**config.mk**
```make
export PLATFORM = sky130hd
export DESIGN_NAME = twiddle_stream_gen
export DESIGN_NICKNAME = d
export VERILOG_FILES = /design/src/rtl/twiddle_stream_gen.sv
export SDC_FILE = /design/constraint.sdc
export NUM_CORES = 1
export LEC_CHECK = 0
export CAP_MARGIN = 0
export CORE_UTILIZATION = 59
export DETAILED_ROUTE_END_ITERATION = 16
export HOLD_SLACK_MARGIN = 0.08
export PLACE_DENSITY_LB_ADDON = 0.1
export SYNTH_ARGS = -nofsm -noshare
export SYNTH_HDL_FRONTEND = slang
export SYNTH_SLANG_ARGS = --single-unit
```
**constraint.sdc**
```tcl
create_clock -name clk -period 5.1 [get_ports clk]
set_clock_uncertainty 0.05 [all_clocks]
set_input_delay 0.51 -clock clk [delete_from_list [all_inputs] [get_ports clk]]
set_output_delay 0.51 -clock clk [all_outputs]
set_load 0.03 [all_outputs]
```
**src/rtl/twiddle_stream_gen.sv**
```systemverilog
// Streams ZETA^i mod Q (i = 0..N-1) over valid/ready; each power is computed with a bit-serial
// shift-add modular multiplier. Define TWIDDLE_INVERSE_EN to add the inv port (ZETA_INV^i sequence).
module twiddle_stream_gen #(
    parameter int unsigned Q        = 3329,
    parameter int unsigned ZETA     = 17,
`ifdef TWIDDLE_INVERSE_EN
    parameter int unsigned ZETA_INV = 1175,
`endif
    parameter int unsigned N        = 128,
    parameter int unsigned W        = 12,
    parameter int unsigned IW       = 7
) (
    input  logic          clk,
    input  logic          rst_n,
    input  logic          start,
    input  logic          tw_ready,
`ifdef TWIDDLE_INVERSE_EN
    input  logic          inv,
`endif
    output logic          tw_valid,
    output logic [W-1:0]  tw_data,
    output logic [IW-1:0] tw_idx,
    output logic          busy,
    output logic          done
);

    localparam int unsigned BW = $clog2(W);

    typedef enum logic [1:0] {
        S_IDLE,
        S_OUT,
        S_MUL
    } state_t;

    state_t          state_q;
    logic            tw_valid_q;
    logic [W-1:0]    tw_data_q;
    logic [IW-1:0]   tw_idx_q;
    logic            busy_q;
    logic            done_q;
    logic [W-1:0]    acc_q;
    logic [W-1:0]    opnd_q;
    logic [BW-1:0]   bit_q;
`ifdef TWIDDLE_INVERSE_EN
    logic            inv_q;
`endif

    logic [W:0]      c_ext;
    logic [W:0]      dbl;
    logic [W:0]      dbl_red;
    logic [W:0]      sum;
    logic [W:0]      sum_red;
    logic [W-1:0]    acc_d;

    // One MSB-first multiplier step: acc = 2*acc (+ C) mod Q, reduced after each operation.
    always_comb begin
        c_ext = (W+1)'(ZETA);
`ifdef TWIDDLE_INVERSE_EN
        if (inv_q) begin
            c_ext = (W+1)'(ZETA_INV);
        end
`endif
        dbl     = {acc_q, 1'b0};
        dbl_red = (dbl >= (W+1)'(Q)) ? dbl - (W+1)'(Q) : dbl;
        sum     = opnd_q[bit_q] ? dbl_red + c_ext : dbl_red;
        sum_red = (sum >= (W+1)'(Q)) ? sum - (W+1)'(Q) : sum;
        acc_d   = W'(sum_red);
    end

    always_ff @(posedge clk or negedge rst_n) begin
        if (!rst_n) begin
            state_q    <= S_IDLE;
            tw_valid_q <= 1'b0;
            tw_data_q  <= '0;
            tw_idx_q   <= '0;
            busy_q     <= 1'b0;
            done_q     <= 1'b0;
            acc_q      <= '0;
            opnd_q     <= '0;
            bit_q      <= '0;
`ifdef TWIDDLE_INVERSE_EN
            inv_q      <= 1'b0;
`endif
        end else begin
            done_q <= 1'b0;
            case (state_q)
                S_IDLE: begin
                    if (start) begin
                        state_q    <= S_OUT;
                        tw_data_q  <= W'(1);
                        tw_idx_q   <= '0;
                        tw_valid_q <= 1'b1;
                        busy_q     <= 1'b1;
`ifdef TWIDDLE_INVERSE_EN
                        inv_q      <= inv;
`endif
                    end
                end
                S_OUT: begin
                    if (tw_ready) begin
                        tw_valid_q <= 1'b0;
                        if (tw_idx_q == IW'(N - 1)) begin
                            state_q <= S_IDLE;
                            busy_q  <= 1'b0;
                            done_q  <= 1'b1;
                        end else begin
                            state_q <= S_MUL;
                            acc_q   <= '0;
                            bit_q   <= BW'(W - 1);
                            opnd_q  <= tw_data_q;
                        end
                    end
                end
                S_MUL: begin
                    acc_q <= acc_d;
                    if (bit_q == '0) begin
                        state_q    <= S_OUT;
                        tw_data_q  <= acc_d;
                        tw_idx_q   <= tw_idx_q + IW'(1);
                        tw_valid_q <= 1'b1;
                    end else begin
                        bit_q <= bit_q - BW'(1);
                    end
                end
                default: begin
                    state_q <= S_IDLE;
                end
            endcase
        end
    end

    assign tw_valid = tw_valid_q;
    assign tw_data  = tw_data_q;
    assign tw_idx   = tw_idx_q;
    assign busy     = busy_q;
    assign done     = done_q;

endmodule

```
==> results of run 1 <==
## power by group
group / internal, mW / total, mW / leakage [nW] / switching [mW]
clock: 0.111 / 0.240 / 0.0455 / 0.129
sequential: 0.541 / 0.745 / 0.690 / 0.203
combinational: 0.608 / 1.62 / 1.02 / 1.01
## worst register-to-register path: cells and delay by family, from the launching register on
kind / cells / cell delay, ns
xor gates and xnor gates: 1 / 0.23
AOI/OAI and AO/OA: 5 / 1.67
buffers and inverters: 1 / 0.09
adders and majority gates: 2 / 0.70
DFF: 1 / 0.43
and+or+nand+nor: 5 / 1.39
## synth_stat cells (all sizes together), types with 2 or more instances
library cell,count,area (um^2)
or3,3,18.8
nor2,34,128
nor3,8,50.1
dfrtp,52,1300
o21bai,4,30.0
mux2i,12,124
xor2,10,87.6
a21boi,3,22.5
a21oi,20,104
o31ai,2,25.0
o21ai,19,121
nor3b,4,30.0
clkbuf,11,41.3
a31oi,3,18.8
nand3b,4,30.0
nand4,16,115
o211ai,8,73.8
nor2b,7,51.3
a211o,8,70.1
buf,12,76.3
nand2,77,289
o2111a,2,22.5
nand3,20,100
ha,7,87.6
o211a,3,30.0
nor4,3,33.8
or2,3,18.8
nand2b,5,31.3
and2,3,18.8
a2111oi,3,38.8
inv,14,52.6
xnor2,16,155
a32o,4,40.0
a22oi,2,20.0
## final cells by class
type	instances	share of cell area (%)
Clock buffer	8	2.26
Inverter	15	1.41
Multi-Input combinational cell	330	54.5
Sequential cell	52	32.6
Tap cell	75	2.35
Timing Repair Buffer	29	6.89
## final timing paths
path | end | start
worst max-delay path | tw_data[4]$_DFFE_PN0P_ | acc_q[1]$_DFFE_PN0P_
worst min-delay path | bit_q[3]$_DFFE_PN0P_ | rst_n
worst max register to register | tw_data[4]$_DFFE_PN0P_ | acc_q[1]$_DFFE_PN0P_
worst min register to register | opnd_q[8]$_DFFE_PN0P_ | opnd_q[8]$_DFFE_PN0P_
max in group asynchronous | acc_q[11]$_DFFE_PN0P_ | rst_n
min in group clk | opnd_q[8]$_DFFE_PN0P_ | opnd_q[8]$_DFFE_PN0P_
## metrics by stage
stage               cell area [um^2]  setup WS [ns]  total power [mW]  hold WS [ns]
floorplan                       3650           1.17              1.96         0.164
global route                    3990         0.0193              2.80         0.328
finish                          3990          0.423              2.60         0.256
CTS                             3990          0.493              2.58         0.287
global placement                3900          0.737              2.30         0.406
detailed placement              3900          0.518              2.33         0.415
## registers in the layout, summed over array words and instances (netlist names)
signal / flops
done: 1
tw_data: 12
bit_q: 4
tw_valid: 1
busy: 1
acc_q: 12
tw_idx: 7
state_q: 2
opnd_q: 12
## kinds of logic (layout without fill, tap and decap cells)
group	Yosys count	after routing	synth area share (%)
simple gates	191	191	26.5
compound gates	92	92	19.8
flops	52	52	35.6
xor+xnor	26	26	6.65
buf+inv	38	52	4.76
fa+ha+maj	7	7	2.40
mux	14	14	4.32
## layer usage
layer  vias up  part of all wire (%)  global-route usage, %
met1      1461                    48                   43.2
met3        12                   5.8                   4.32
met2       115                    45                   44.7
met4         0                   1.2                   7.50
li1       1515                     -                      -
met5         -                     0                      0
==> flow_metrics.tcl, run 1 <==
set metrics [dict create \
    routed_wirelength_mm 8.72 \
    power.density_nw_per_um2 652 \
    ios 26 \
    grt_pass1_wl_mm 14.4 \
    r2r_cells 14 \
    maxCapViolations 0 \
    die_y_um 80.7 \
    first_global_vias 2903 \
    initial_core_util_pct 61.3 \
    h-tree-depth 2 \
    core.rowCount 28 \
    cpPeakStageDelay_ns 0.59 \
    dr.pass1.iters 5 \
    status "completed" \
    fillers 494 \
    relSlewSlack_pct 39.9 \
    period_needed_ns 4.68 \
    vdd_drop_max_mv 0.404 \
    clk_pin_slew_ns 0.09 \
    die_area_um2 6510 \
    wl_per_cell_um 17.1 \
    crit_family "compound AO/OA/AOI/OAI gates" \
    fmax_mhz 214 \
    fin_util_pct 67.1 \
    final_cell_mix "nand2_1 (77), dfrtp_1 (52), nor2_1 (34)" \
    synth_edf_count 0 \
    clock_sinks 52 \
    grt_use_total_pct 29.3 \
    drive_gt1_share_pct 8.99 \
    critical_path.max_fanout 22 \
    gp_congestion 0.862 \
    ys_ff_latch 52 \
    root_buffer "clkbuf_8" \
    syn_inst 420 \
    antenna_found_initial 0 \
    final_common_cell "nand2_1" \
    antenna_cells 0 \
    synthFlopType "dfrtp_1" \
    numPortBuffers 25 \
    worstSetupEndpointType "register" \
    first_iter_violations 250 \
    setup_violations 0 \
    tightest_slew_ns 0.898 \
    vias 3103 \
    syn_area_um2 3650 \
    multi_input_area_um2 2180 \
    p_leak_nw 1.75 \
    cp.arrival_ns 4.82 \
    post_drt_via_cell_ratio 6.10 \
    stdcell_count 509 \
    critical_path.cell_chain "inv_1, ha_1, nor4b_4, a22oi_2, ha_1, or2_2, o2111a_1, nor2_1, nand3_1, xnor2_1, a21oi_1, a211o_1, nand3b_1, a32o_1" \
    hold_viol 0 \
    critPathSlowestCell "a211o_1" \
    avgSynthCellArea_um2 8.70 \
    post_cts.repair.setup_buffers 0 \
    worstSetupPathType "reg -> reg" \
    syn2layout_area_growth_pct 9.35 \
    cts_buffers 5 \
    synth_cell_types 68 \
    placed_cells 501 \
    r2r_setup_slack_ns 0.42 \
    postRouteAntennaNets 0 \
    cts_tree "yes" \
    worst-path-buf-inv 1 \
    hp-class "in -> async" \
    die_x_um 80.7 \
    clock_latency_ns 0.31 \
    drc 0 \
    grt_max_degree 53 \
    rsz0062_at_grt "false" \
    grt_overflow 0 \
    cts-hold-fix-buffers 0 \
    cp.depth 14 \
    dpl.hpwl_mm 6.34 \
    async_reset_ff_share_pct 100 \
    synth_warnings 0 \
    num-nets-final 444 \
    cpMostUsedCell "ha_1" \
    startpoint_type "register" \
    syn_nets 431 \
    tns_ns 0 \
    worstPathRequired_ns 5.25 \
    seq_area_um2 1300 \
    core_um2 5960 \
    clk_path_buf_depth 2 \
    synth-seq-area-share_pct 35.6 \
    fin_crit_sh_pct 91.7 \
    post_cts_resize_count 0 \
    finalMaxSlewViolations 0 \
]
Power figures use the tool's default switching activity.
==> run 2: changes to the inputs <==
PLACE_DENSITY = 0.8   (was unset)
PLACE_DENSITY_LB_ADDON = unset   (was 0.1)
==> run 2 against run 1 <==
Sequential cell count is the same. Final cell count fell by 0.20%. Critical path depth unchanged. Sequential power about the same. Routed wire length up 2.6%. Setup slack gained 0.15 ns. Maximum frequency is 3.3% higher.
==> flow_metrics.tcl, run 2 (synthesized netlist as in run 1, its figures left out) <==
set metrics [dict create \
    post_cts_resize_count 0 \
    critPathSlowestCell "a211oi_4" \
    worstSetupEndpointType "register" \
    syn2layout_area_growth_pct 9.39 \
    cpMostUsedCell "ha_1" \
    vdd_drop_max_mv 0.312 \
    fillers 512 \
    worstPathRequired_ns 5.24 \
    tightest_slew_ns 0.893 \
    dpl.hpwl_mm 6.48 \
    grt_overflow 0 \
    clock_sinks 52 \
    clk_path_buf_depth 2 \
    initial_core_util_pct 61.3 \
    dr.pass1.iters 5 \
    maxCapViolations 0 \
    grt_pass1_wl_mm 14.6 \
    finalPower_mw 2.63 \
    wl_per_cell_um 17.6 \
    cpPeakStageDelay_ns 0.49 \
    status "completed" \
    cts_buffers 5 \
    place_area_um2 3900 \
    power.density_nw_per_um2 658 \
    final_common_cell "nand2_1" \
    crit_family "compound AO/OA/AOI/OAI gates" \
    first_iter_violations 263 \
    antenna_cells 0 \
    post_drt_via_cell_ratio 6.41 \
    fin_crit_sh_pct 88.8 \
    die_area_um2 6510 \
    routed_wirelength_mm 8.95 \
    drive_gt1_share_pct 9.01 \
    final_area_um2 4000 \
    clk_pin_slew_ns 0.09 \
    die_y_um 80.7 \
    first_global_vias 3019 \
    worstSetupPathType "reg -> reg" \
    gp_congestion 0.891 \
    placed_cells 500 \
    critical_path.max_fanout 13 \
    core_um2 5960 \
    post_cts.repair.setup_buffers 0 \
    rsz0062_at_grt "false" \
    hp-class "in -> async" \
    seq_area_um2 1300 \
    relSlewSlack_pct 40.3 \
    hold_viol 0 \
    die_x_um 80.7 \
    vias 3254 \
    drc 0 \
    critical_path.cell_chain "inv_1, ha_1, nor4b_4, a22oi_2, ha_1, or2_2, o2111a_1, nor2_1, nand3_1, xnor2_1, a21oi_1, a211oi_4, o21ai_0, a32o_1" \
    period_needed_ns 4.53 \
    grt_use_total_pct 29.4 \
    cts-hold-fix-buffers 0 \
    core.rowCount 28 \
    fin_util_pct 67.1 \
    clock_latency_ns 0.30 \
    worst-path-buf-inv 1 \
    numPortBuffers 25 \
    finalMaxSlewViolations 0 \
    antenna_found_initial 0 \
    stdcell_count 508 \
    setup_violations 0 \
    root_buffer "clkbuf_8" \
    cts_tree "yes" \
    cp-startpoint "acc_q[0]$_DFFE_PN0P_" \
    fmax_mhz 221 \
    final_cell_mix "nand2_1 (77), dfrtp_1 (52), nor2_1 (34)" \
    startpoint_type "register" \
    ios 26 \
    cp.arrival_ns 4.67 \
    num-nets-final 443 \
    r2r-start "acc_q[0]$_DFFE_PN0P_" \
    tns_ns 0 \
    grt_max_degree 53 \
    p_leak_nw 1.75 \
    h-tree-depth 2 \
    postRouteAntennaNets 0 \
    multi_input_area_um2 2190 \
]
run 2: path summary, 6_finish.rpt:
path	end	slack, ns	depth (start not counted)
min reg2reg	opnd_q[4]$_DFFE_PN0P_	0.44	2
max reg2reg	tw_data[3]$_DFFE_PN0P_	0.57	14
min	bit_q[2]$_DFFE_PN0P_	0.26	2
max in group asynchronous	acc_q[3]$_DFFE_PN0P_	4.31	2
min in group clk	opnd_q[4]$_DFFE_PN0P_	0.44	2
max	tw_data[3]$_DFFE_PN0P_	0.57	14
run 2: worst reg2reg max path: stages (launching register included):
cell      delay [ns]
dfrtp_1         0.42
inv_1           0.10
ha_1            0.29
nor4b_4         0.39
a22oi_2         0.25
ha_1            0.43
or2_2           0.31
o2111a_1        0.26
nor2_1          0.26
nand3_1         0.17
xnor2_1         0.35
a21oi_1         0.16
a211oi_4        0.49
o21ai_0         0.19
a32o_1          0.29
run 2: final cells by class:
| cell class | instances | area share, % |
|---|---|---|
| clock buffers | 8 | 2.25 |
| inverters | 15 | 1.41 |
| multi-input cells | 330 | 54.7 |
| flip-flops and latches | 52 | 32.6 |
| well taps | 75 | 2.35 |
| repair buffers | 28 | 6.70 |
run 2: metrics by stage:
step / hold WS (ns) / setup WS, ns
6_report: 0.255 / 0.573
5_1_grt: 0.342 / 0.0912
4_1_cts: 0.291 / 0.447
3_5_place_dp: 0.420 / 0.474
3_3_place_gp: 0.406 / 0.656
2_1_floorplan: 0.164 / 1.17
run 2: routing by layer:
metal / part of all wire (%) / track usage (%) / wire (um) / vias up
li1: - / - / - / 1512
met1: 46 / 40.4 / 4080 / 1590
met2: 47 / 47.6 / 4190 / 133
met3: 5.7 / 4.77 / 507 / 19
met4: 1.9 / 7.86 / 174 / 0
met5: 0 / 0 / 0 / -
run 2: power breakdown:
group          switching [mW]  total [mW]  internal [mW]
clock                   0.130       0.241          0.111
sequential              0.206       0.748          0.541
combinational            1.03        1.64          0.608
total                    1.37        2.63           1.26
==> run 3: changes to the inputs <==
CORE_MARGIN = 3   (was unset)
HOLD_SLACK_MARGIN = unset   (was 0.08)
SLEW_MARGIN = 10   (was unset)
==> run 3 against run 2 <==
Global-route usage decreased by 3.7 points. Register-to-register slack improved by 0.05 ns. Via count decreased by 3.6%. Non-clock buffer count increased by 1. Total power increased by 0.60%. Critical path depth increased by 1. First-iteration DRC count increased by 21%. Count of clock-buffer cells in the layout decreased by 2. Critical endpoint is now tw_data[2]$_DFFE_PN0P_. Die area increased by 10%. Highest routed layer unchanged. Sequential power decreased by 0.5%.
==> flow_metrics.tcl, run 3 (synthesized netlist as in run 1, its figures left out) <==
set metrics [dict create \
    syn2layout_area_growth_pct 9.87 \
    worst_slack_ns 0.622 \
    vdd_drop_max_mv 0.360 \
    crit_family "compound AO/OA/AOI/OAI gates" \
    rsz0062_at_grt "false" \
    die_y_um 84.7 \
    num-nets-final 444 \
    ios 26 \
    cp-startpoint "acc_q[1]$_DFFE_PN0P_" \
    status "completed" \
    r2r_setup_slack_ns 0.62 \
    dr.pass1.iters 5 \
    post_cts_resize_count 0 \
    critical_path.max_fanout 22 \
    setup_violations 0 \
    cpPeakStageDelay_ns 0.51 \
    tns_ns 0 \
    grt_max_degree 53 \
    die_x_um 84.7 \
    hp-class "in -> async" \
    cts_buffers 5 \
    finalMaxSlewViolations 0 \
    hold_ws_ns 0.255 \
    gp_congestion 0.872 \
    final_area_um2 4010 \
    r2r_cells 15 \
    wl_per_cell_um 17.1 \
    antenna_cells 0 \
    worstSetupEndpointType "register" \
    grt_pass1_wl_mm 14.9 \
    clk_pin_slew_ns 0.10 \
    antenna_found_initial 0 \
    power.density_nw_per_um2 659 \
    vias 3136 \
    cts_tree "yes" \
    maxCapViolations 0 \
    final_cell_mix "nand2_1 (77), dfrtp_1 (52), nor2_1 (34)" \
    fmax_mhz 223 \
    worstPathRequired_ns 5.29 \
    first_iter_violations 319 \
    fillers 507 \
    drc 0 \
    numPortBuffers 25 \
    startpoint_type "register" \
    postRouteAntennaNets 0 \
    grt_overflow 0 \
    hold_viol 0 \
    grt_use_total_pct 25.6 \
    worst-path-buf-inv 1 \
    root_buffer "clkbuf_8" \
    period_needed_ns 4.48 \
    post_drt_via_cell_ratio 6.16 \
    routed_wirelength_mm 8.69 \
    relSlewSlack_pct 45.4 \
    h-tree-depth 2 \
    cts-hold-fix-buffers 0 \
    worstSetupPathType "reg -> reg" \
    drive_gt1_share_pct 9.45 \
    place_area_um2 3900 \
    r2r-start "acc_q[1]$_DFFE_PN0P_" \
    initial_core_util_pct 61.3 \
    fin_util_pct 67.4 \
    critPathSlowestCell "a211o_2" \
    cp.arrival_ns 4.66 \
    dp_worst_setup_slack_ns 0.501 \
    die_area_um2 7170 \
    core_um2 5960 \
    tightest_slew_ns 0.815 \
    critical_path.cell_chain "inv_1, ha_1, nor4b_4, a22oi_2, ha_1, or2_2, o21bai_1, a21oi_1, nor2_1, nand3_1, xnor2_1, a21oi_1, a211o_2, a211o_1, nand3_1" \
    post_cts.repair.setup_buffers 0 \
    clock_latency_ns 0.30 \
    dpl.hpwl_mm 6.38 \
    p_leak_nw 1.76 \
    r2r_end "tw_data[2]$_DFFE_PN0P_" \
    final_common_cell "nand2_1" \
    first_global_vias 2944 \
    fin_crit_sh_pct 87.8 \
    core.rowCount 28 \
    clk_path_buf_depth 2 \
    clock_sinks 52 \
]
## run 3: how the worst max path moves through the flow
stage          depth (start not counted)                     end
2_1_floorplan                         16    acc_q[4]$_DFFE_PN0P_
3_3_place_gp                          14  tw_data[4]$_DFFE_PN0P_
3_5_place_dp                          14    acc_q[4]$_DFFE_PN0P_
5_1_grt                               15  tw_data[1]$_DFFE_PN0P_
6_report                              15  tw_data[2]$_DFFE_PN0P_
4_1_cts                               14  tw_data[4]$_DFFE_PN0P_
## run 3: power breakdown
part / switching, mW / leakage, nW / internal, mW
Combinational: 1.02 / 1.01 / 0.608
Sequential: 0.203 / 0.690 / 0.541
Clock: 0.131 / 0.0552 / 0.146
Total: 1.35 / 1.76 / 1.30
## run 3: layout make-up
class	count	area, um^2	share of cell area, %
Clock buffer	6	72.6	1.81
Tap cell	75	93.8	2.34
Inverter	15	56.3	1.40
Clock inverter	2	35.0	0.873
Sequential cell	52	1300	32.4
Timing Repair Buffer	29	275	6.86
Multi-Input combinational cell	330	2180	54.3
## run 3: per-stage QoR
| step | power (mW) | std cells |
|---|---|---|
| 3_3_place_gp | 2.30 | 501 |
| 4_1_cts | 2.63 | 509 |
| 2_1_floorplan | 1.96 | 420 |
| 5_1_grt | 2.85 | 509 |
| 6_report | 2.65 | 509 |
| 3_5_place_dp | 2.35 | 501 |
## run 3: per-layer routing
metal	global-route usage [%]	wire, um
met5	0	0
met4	7.19	133
met3	3.53	411
met2	39.8	4110
met1	37.7	4030
